File: src/rtl/alu_exec_unit.sv
// Execute-stage ALU: single-cycle logic/arith/compare ops,
// iterative one-bit-per-cycle shifts, valid/ready on both sides.
module alu_exec_unit #(
  parameter int DATA_WIDTH = 32,
  parameter int OP_WIDTH   = 4
) (
  input  logic                  clk,
  input  logic                  reset,
  input  logic                  in_valid,
  output logic                  in_ready,
  input  logic [OP_WIDTH-1:0]   operation,
  input  logic [DATA_WIDTH-1:0] src_a,
  input  logic [DATA_WIDTH-1:0] src_b,
  output logic                  out_valid,
  input  logic                  out_ready,
  output logic [DATA_WIDTH-1:0] alu_result,
  output logic                  zero,
  output logic                  illegal_op
);

  localparam int SW = $clog2(DATA_WIDTH);

  localparam logic [OP_WIDTH-1:0] OP_AND = 4'b0000;
  localparam logic [OP_WIDTH-1:0] OP_OR  = 4'b0001;
  localparam logic [OP_WIDTH-1:0] OP_ADD = 4'b0010;
  localparam logic [OP_WIDTH-1:0] OP_XOR = 4'b0011;
  localparam logic [OP_WIDTH-1:0] OP_SUB = 4'b0100;
  localparam logic [OP_WIDTH-1:0] OP_SLT = 4'b0101;
  localparam logic [OP_WIDTH-1:0] OP_SLL = 4'b0110;
  localparam logic [OP_WIDTH-1:0] OP_SRL = 4'b0111;
  localparam logic [OP_WIDTH-1:0] OP_BEQ = 4'b1000;
  localparam logic [OP_WIDTH-1:0] OP_SRA = 4'b1001;
  localparam logic [OP_WIDTH-1:0] OP_BNE = 4'b1010;

  localparam logic [SW-1:0] CNT_ONE = 1;
  localparam logic [DATA_WIDTH-1:0] D_ZERO = '0;
  localparam logic [DATA_WIDTH-1:0] D_ONE  = 1;

  typedef enum logic [1:0] {IDLE, SHIFT, DONE} state_t;

  state_t                state;
  logic [OP_WIDTH-1:0]   op_q;
  logic [DATA_WIDTH-1:0] acc;
  logic [SW-1:0]         cnt;

  logic [DATA_WIDTH-1:0] comb_res;
  logic                  comb_ill;
  logic                  is_shift;
  logic [SW-1:0]         shamt;
  logic [DATA_WIDTH-1:0] acc_nxt;

  assign shamt = src_b[SW-1:0];

  // Single-cycle result; shift ops pass src_a through (shamt==0 case).
  always_comb begin
    comb_res = D_ZERO;
    comb_ill = 1'b0;
    is_shift = 1'b0;
    case (operation)
      OP_AND: comb_res = src_a & src_b;
      OP_OR:  comb_res = src_a | src_b;
      OP_ADD: comb_res = src_a + src_b;
      OP_XOR: comb_res = src_a ^ src_b;
      OP_SUB: comb_res = src_a - src_b;
      OP_SLT: comb_res = ($signed(src_a) < $signed(src_b)) ? D_ONE : D_ZERO;
      OP_BEQ: comb_res = (src_a == src_b) ? D_ONE : D_ZERO;
      OP_BNE: comb_res = (src_a != src_b) ? D_ONE : D_ZERO;
      OP_SLL, OP_SRL, OP_SRA: begin
        comb_res = src_a;
        is_shift = 1'b1;
      end
      default: comb_ill = 1'b1;
    endcase
  end

  // One-bit step of the captured shift op.
  always_comb begin
    acc_nxt = acc;
    case (op_q)
      OP_SLL:  acc_nxt = {acc[DATA_WIDTH-2:0], 1'b0};
      OP_SRL:  acc_nxt = {1'b0, acc[DATA_WIDTH-1:1]};
      OP_SRA:  acc_nxt = {acc[DATA_WIDTH-1], acc[DATA_WIDTH-1:1]};
      default: acc_nxt = acc;
    endcase
  end

  // Control FSM with registered handshake and result outputs.
  always_ff @(posedge clk or posedge reset) begin
    if (reset) begin
      state      <= IDLE;
      in_ready   <= 1'b1;
      out_valid  <= 1'b0;
      alu_result <= D_ZERO;
      zero       <= 1'b0;
      illegal_op <= 1'b0;
      op_q       <= '0;
      acc        <= D_ZERO;
      cnt        <= '0;
    end else begin
      case (state)
        IDLE: begin
          if (in_valid) begin
            in_ready <= 1'b0;
            if (is_shift && shamt != '0) begin
              op_q  <= operation;
              acc   <= src_a;
              cnt   <= shamt;
              state <= SHIFT;
            end else begin
              alu_result <= comb_res;
              zero       <= (comb_res == D_ZERO);
              illegal_op <= comb_ill;
              out_valid  <= 1'b1;
              state      <= DONE;
            end
          end
        end
        SHIFT: begin
          acc <= acc_nxt;
          cnt <= cnt - CNT_ONE;
          if (cnt == CNT_ONE) begin
            alu_result <= acc_nxt;
            zero       <= (acc_nxt == D_ZERO);
            illegal_op <= 1'b0;
            out_valid  <= 1'b1;
            state      <= DONE;
          end
        end
        DONE: begin
          if (out_ready) begin
            out_valid <= 1'b0;
            in_ready  <= 1'b1;
            state     <= IDLE;
          end
        end
        default: begin
          state     <= IDLE;
          in_ready  <= 1'b1;
          out_valid <= 1'b0;
        end
      endcase
    end
  end

endmodule

File: config.mk
export PLATFORM = sky130hd
export DESIGN_NAME = alu_exec_unit
export DESIGN_NICKNAME = d
export VERILOG_FILES = /design/src/rtl/alu_exec_unit.sv
export SDC_FILE = /design/constraint.sdc
export NUM_CORES = 1
export LEC_CHECK = 0
export ABC_AREA = 0
export BUFFER_PORTS_ARGS = -buffer_cell sky130_fd_sc_hd__buf_2
export CORE_MARGIN = 2
export CORE_UTILIZATION = 30
export DETAILED_ROUTE_END_ITERATION = 8
export GPL_TIMING_DRIVEN = 0
export HOLD_SLACK_MARGIN = 0.08
export MAX_ROUTING_LAYER = met4
export PLACE_DENSITY = 0.45
export SYNTH_ARGS = -nofsm -noshare
export SYNTH_HDL_FRONTEND = slang
export SYNTH_SLANG_ARGS = --single-unit
File: constraint.sdc
create_clock -name clk -period 3.8 [get_ports clk]
set_input_delay 0.76 -clock clk [delete_from_list [all_inputs] [get_ports clk]]
set_output_delay 0.76 -clock clk [all_outputs]
set_load 0.01 [all_outputs]
==> results of run 1 <==
## per-stage QoR
stage | setup slack, ps | util, %
floorplan | 2.04 | -
global placement | -1790 | 33.9
detailed placement | -1780 | 34.0
CTS | 0.385 | 38.8
global route | -183 | 39.3
finish | -95.5 | 39.3
## critical path: stages
cell	delay, ps
buf_6	110
inv_2	70
ha_4	200
buf_6	120
clkbuf_2	150
o211ai_1	300
a21oi_2	90
o21ai_2	270
o21a_1	230
o41ai_4	90
a211o_1	340
mux2i_1	180
a2bb2oi_2	320
nand4_1	170
nor4_2	270
nand3_1	190
o31ai_2	260
## kinds of logic after synthesis
family | share of synthesized area (%)
AOI/OAI and AO/OA | 35.5
xor gates and xnor gates | 0.526
adders and majority gates | 14.2
buffers and inverters | 7.75
DFF | 19.8
muxes | 0.614
and+or+nand+nor | 21.7
## synth_stat cells (all sizes together), types with 6 or more instances
master / instances
nand2: 186
nor2: 142
o21ai: 137
ha: 110
inv: 103
a21oi: 100
dfrtp: 78
clkbuf: 76
o31ai: 35
a221oi: 33
a21o: 30
nand3: 29
nor3: 28
a221o: 26
buf: 21
a211oi: 20
nand4: 20
nor4: 19
o211ai: 15
a31oi: 14
o21a: 11
o31a: 11
o221ai: 10
nor2b: 9
nand2b: 8
a21boi: 7
nor3b: 7
o22ai: 7
a211o: 6
o21bai: 6
or3: 6
## state kept, by name (all words and copies together) (netlist names)
register,flops
state,2
zero,1
illegal_op,1
op_q,4
cnt,5
in_ready,1
out_valid,1
alu_result,32
acc,32
## power by group
| part | switching (uW) | internal (uW) |
|---|---|---|
| combinational | 2180 | 1210 |
| sequential | 348 | 1230 |
| clock | 351 | 574 |
## what timing repair did
item                       CTS  global route
gates resized for setup    250            48
hold buffers                 0             0
pin swaps                   55            15
hold endpoints to repair     0             0
setup buffers               37             4
setup endpoints to repair   29            29
## layer usage
layer	routed length, um	vias to the layer above
li1	-	5465
met1	21200	5883
met2	22300	507
met3	3050	90
met4	1440	0
met5	0	-
## worst max-delay path by stage
stage / cells past startpoint / from / endpoint
finish: 17 / src_b[3] / zero
CTS: 17 / src_a[3] / zero
detailed placement: 16 / src_a[0] / alu_result[26]
global placement: 16 / src_a[0] / alu_result[26]
floorplan: 15 / src_a[1] / zero
global route: 16 / src_a[16] / zero
## cell type report
cell class | count | area [sq um] | area share, %
inverter | 104 | 404 | 3.14
multi-input combinational | 1123 | 8150 | 63.4
timing repair buffer | 148 | 953 | 7.41
clock inverter | 3 | 68.8 | 0.535
tap | 442 | 553 | 4.30
antenna | 2 | 5.00 | 0.0389
sequential | 79 | 1980 | 15.4
buffer | 94 | 514 | 4.00
clock buffer | 12 | 236 | 1.84
==> out/metrics.yaml, run 1 <==
outcome:
  outcome: "complete, but fails checks"
  violations: "negative setup slack"
power_and_ir_drop:
  p_leak_uw: 0.00563
  power.density_nw_per_um2: 458
  ir_drop_uv: 220
  fin_total_pwr_uw: 5890
layout:
  nNetsFinal: 1743
  num-fill-cells: 3553
  area_growth_pct: 28.7
  final_common_cell: "nand2_1"
  layout-drive-gt1-share_pct: 23.2
  fin_area_sq_um: 12900
  instances_no_fill: 2007
  final_cell_mix: "184 x nand2_1, 131 x nor2_1, 122 x o21ai_0"
synthesis:
  syn_inst: 1403
  netlist_area_sq_um: 9990
  synth_cell_types: 83
  yosysSeqAreaShare_pct: 19.8
  syn-num-nets: 1587
  synth.avg_cell_area_sq_um: 7.12
  synth-edff-count: 0
  synth_ff_type: "dfrtp_1"
  synth_top_area_cell: "dfrtp_1"
  async_reset_ff_share_pct: 100
  synthTopCellsByArea: "dfrtp_1 20%, ha_1 14%, nand2_1 7.0%"
  yosys_warnings: 0
  synth_top_cell_area_share_pct: 19.5
  ys_seq_elements: 79
timing:
  fin_skew_ps: 7.49
  rsz0062_at_grt: "yes"
  max_freq_ghz: 0.257
  fin_setup_tns_ps: -117
  period_share_pct: 103
  period_needed_ps: 3900
  max_slew.worst_pin.slew_ps: 1030
  final_max_slew_viol_count: 0
  worst_slack_ps: -95.5
  slew_headroom_pct: 31.5
  worst_hold_slack_ps: 344
  setup_violations: 2
  hold_viol: 0
place:
  hpwl_mm: 37.2
  gp_congestion: 0.956
  placedCellCount: 1951
  portBuffers: 105
  placed_cell_area_sq_um: 11100
worst_setup_path:
  rrSetupSlack_ps: 110
  cp_max_fo: 6
  rr_startpoint: "op_q[0]"
  worst-endpoint-required_ps: 4060
  end_kind: "register"
  path_class: "input pin to register"
  crit_path_start_kind: "input pin"
  r2r_end: "zero"
  reg2reg_depth: 13
  cp.arrival_ps: 4150
floorplanning:
  die_x_um: 187
  initial_core_util_pct: 30.6
  die-area_sq_um: 34800
  io_pins: 108
  core_area_sq_um: 32700
  die_h_um: 187
  placementRows: 66
clock_tree:
  htreeDepth: 3
  clkLatencyLatePin_ps: 350
  cts.sinks: 79
  numCtsBuffers: 9
  clk_path_buf_depth: 2
  tritoncts: "done"
  clkTransAtPathRegs_ps: 60
  root_buffer: "clkbuf_16"
grt:
  grt_pass1_wl_mm: 72.2
  gr-usage-met3_pct: 3.25
  gr-total-overflow: 0
  use_met1_pct: 36.2
  busiest_layer: "met2"
  use_met2_pct: 44.6
  antenna_found_initial: 1
  track_usage_pct: 27.6
  grt_pass1_vias: 11500
  grt_start_max_net_pins: 66
detailed_routing:
  finalWirelength_mm: 48.0
  antenna_left: 0
  firstDrtPassIters: 5
  avgRoutedWirePerCell_um: 23.9
  vias_per_cell: 5.95
  remaining_drc_errors: 0
  vias: 11900
  drt_iter0_drc: 1340
job:
  maxCapViolations: 0
hold_path:
  min_path_type: "input pin to async pin"
(Power assumes the default switching activity.)
==> inputs of run 2 (changes only) <==
--- a/config.mk
+++ b/config.mk
@@ -10,10 +10,9 @@
 export CORE_MARGIN = 2
 export CORE_UTILIZATION = 30
 export DETAILED_ROUTE_END_ITERATION = 8
-export GPL_TIMING_DRIVEN = 0
 export HOLD_SLACK_MARGIN = 0.08
 export MAX_ROUTING_LAYER = met4
-export PLACE_DENSITY = 0.45
+export PLACE_DENSITY = 0.47
 export SYNTH_ARGS = -nofsm -noshare
 export SYNTH_HDL_FRONTEND = slang
 export SYNTH_SLANG_ARGS = --single-unit
==> constraint.sdc (replaced) <==
create_clock -name clk -period 3.4 [get_ports clk]
set_input_delay 0.68 -clock clk [delete_from_list [all_inputs] [get_ports clk]]
set_output_delay 0.68 -clock clk [all_outputs]
set_load 0.01 [all_outputs]
==> run 2 against run 1 <==
  * The run still ends with negative setup slack left
  * Critical path depth is the same
  * Routed wire length shrank 3.6%
  * Global-route usage fell by 0.93 points
  * Hold slack got worse by 5.9 ps
  * Design area grew 21%
  * Clock skew decreased by 4.4 ps
  * Non-clock buffer count grew 321
  * Sequential power rose by 10%
  * Critical path type unchanged
  * Critical endpoint unchanged
  * Largest cell class unchanged
==> out/metrics.yaml, run 2 (synthesized netlist as in run 1, its figures left out) <==
worst_setup_path:
  path_depth: 17
  critPathSlowestCell: "o31a_1"
  rr_startpoint: "op_q[2]"
  crit_family: "compound AO/OA/AOI/OAI gates"
  cpPeakStageDelay_ps: 350
  worst-endpoint-required_ps: 3660
  end_kind: "register"
  r2r_end: "zero"
  path_class: "input pin to register"
  rrSetupSlack_ps: 250
  path_cells: "buf_8 -> clkinvlp_4 -> buf_6 -> ha_4 -> a21o_4 -> nand4_4 -> and2_4 -> o31a_1 -> buf_6 -> o31a_1 -> buf_4 -> o21a_4 -> o31a_1 -> a32o_2 -> nor4_2 -> nand3_1 -> o31ai_2"
  reg2reg_depth: 12
  crit_buf_inv: 5
  cp.arrival_ps: 4070
  cpMostUsedCell: "o31a_1"
  cp_max_fo: 4
  crit_path_start_kind: "input pin"
layout:
  layout-drive-gt1-share_pct: 38.5
  fin_area_sq_um: 15600
  final_cell_mix: "434 x buf_4, 185 x nand2_1, 134 x nor2_1"
  nNetsFinal: 2064
  instances_no_fill: 2328
  reg_top3: "acc x32, alu_result x32, cnt x5"
  area_growth_pct: 55.7
  final_common_cell: "buf_4"
power_and_ir_drop:
  ir_drop_uv: 310
  p_leak_uw: 0.00741
  power.density_nw_per_um2: 438
floorplanning:
  io_pins: 108
  core_area_sq_um: 32700
  initial_core_util_pct: 30.6
  die_h_um: 187
  die-area_sq_um: 34800
  die_x_um: 187
  placementRows: 66
grt:
  gr-total-overflow: 0
  track_usage_pct: 26.7
  antenna_found_initial: 3
  grt_pass1_wl_mm: 70.8
  grt_pass1_vias: 12200
  grt_start_max_net_pins: 69
timing:
  setup_violations: 11
  max_slew.worst_pin.slew_ps: 1220
  rsz0062_at_grt: "yes"
  worst_slack_ps: -413
  hold_viol: 0
  period_needed_ps: 3810
  fin_setup_tns_ps: -2140
  final_max_slew_viol_count: 0
  max_freq_ghz: 0.262
  fin_skew_ps: 3.13
  slew_headroom_pct: 17.8
  period_share_pct: 112
detailed_routing:
  drt_iter0_drc: 1011
  remaining_drc_errors: 0
  vias_per_cell: 5.37
  antenna_left: 0
  vias: 12500
  firstDrtPassIters: 5
  finalWirelength_mm: 46.2
  avgRoutedWirePerCell_um: 19.9
place:
  portBuffers: 107
  placedCellCount: 2287
  gp_congestion: 0.989
  hpwl_mm: 37.2
  placed_cell_area_sq_um: 14200
clock_tree:
  root_buffer: "clkbuf_16"
  tritoncts: "done"
  numCtsBuffers: 9
  clkLatencyLatePin_ps: 340
  clkTransAtPathRegs_ps: 60
  clk_path_buf_depth: 2
  cts.sinks: 79
  htreeDepth: 3
hold_path:
  min_path_type: "input pin to async pin"
outcome:
  outcome: "complete, but fails checks"
  violations: "negative setup slack"
job:
  maxCapViolations: 0
[run 2: cell count changes in the layout (fill, tap and decap cells not counted), moves of 6 or more]
cell,change
buf_1,-6
buf_6,+8
clkbuf_1,-41
o21ai_0,-13
clkbuf_2,-23
a21oi_1,+13
buf_4,+381
inv_1,+6
buf_2,+9
o21ai_1,+10
clkbuf_4,-9
a21oi_2,-9
[run 2: report_power, final]
part           leakage [uW]  switching [uW]  internal (uW)
Sequential         0.000988             361           1380
Combinational       0.00627            2320           1780
Clock              0.000145             378            603
[run 2: how the worst max path moves through the flow]
| stage | from | end | slack, ps |
|---|---|---|---|
| final | src_a[1] | zero | -410 |
| after global routing | src_a[0] | zero | -540 |
| after CTS | src_a[0] | zero | -350 |
| after detailed placement | src_b[3] | zero | -1140 |
| after global placement | src_b[3] | zero | -1090 |
| after floorplan | src_a[1] | zero | -90 |
[run 2: repair_timing]
action                     CTS  global route
buffers inserted            19             9
pin swaps                   54            42
setup endpoints to repair   14            17
hold buffers                 0             0
resized for setup          129            59
[run 2: through the flow]
step / setup WS (ps) / total power [uW] / util [%] / hold WS, ps
floorplan: -87.5 / 3830 / - / 454
global placement: -1090 / 5490 / 43.4 / 453
detailed placement: -1140 / 5520 / 43.4 / 461
CTS: -355 / 6720 / 46.6 / 354
global route: -539 / 7340 / 47.6 / 371
finish: -413 / 6820 / 47.6 / 338
[run 2: worst register-to-register path, stage by stage (launching register included)]
cell      delay (ps)
dfrtp_1          400
nor4bb_1         480
nor2_4           120
buf_12           200
a221o_1          460
or4_1            490
nor4_1           230
buf_4            170
nand4_1          110
nor2_1           140
a21oi_1           60
buf_4            160
o31ai_2           40
[run 2: final cells by class]
| cell class | instances | area [sq um] |
|---|---|---|
| Timing Repair Buffer | 563 | 4120 |
| Inverter | 104 | 398 |
| Sequential cell | 79 | 1980 |
| Clock buffer | 12 | 256 |
| Antenna cell | 2 | 5.00 |
| Tap cell | 442 | 553 |
| Fill cell | 3326 | 17100 |
| Multi-Input combinational cell | 1123 | 8210 |
| Clock inverter | 3 | 42.5 |
[run 2: routing by layer]
metal	share of wire, %	global-route usage [%]	vias to the layer above
li1	-	-	6091
met5	0	-	-
met3	5.5	3.54	74
met2	45	41.2	384
met1	47	36.4	5954
met4	3.0	7.97	0
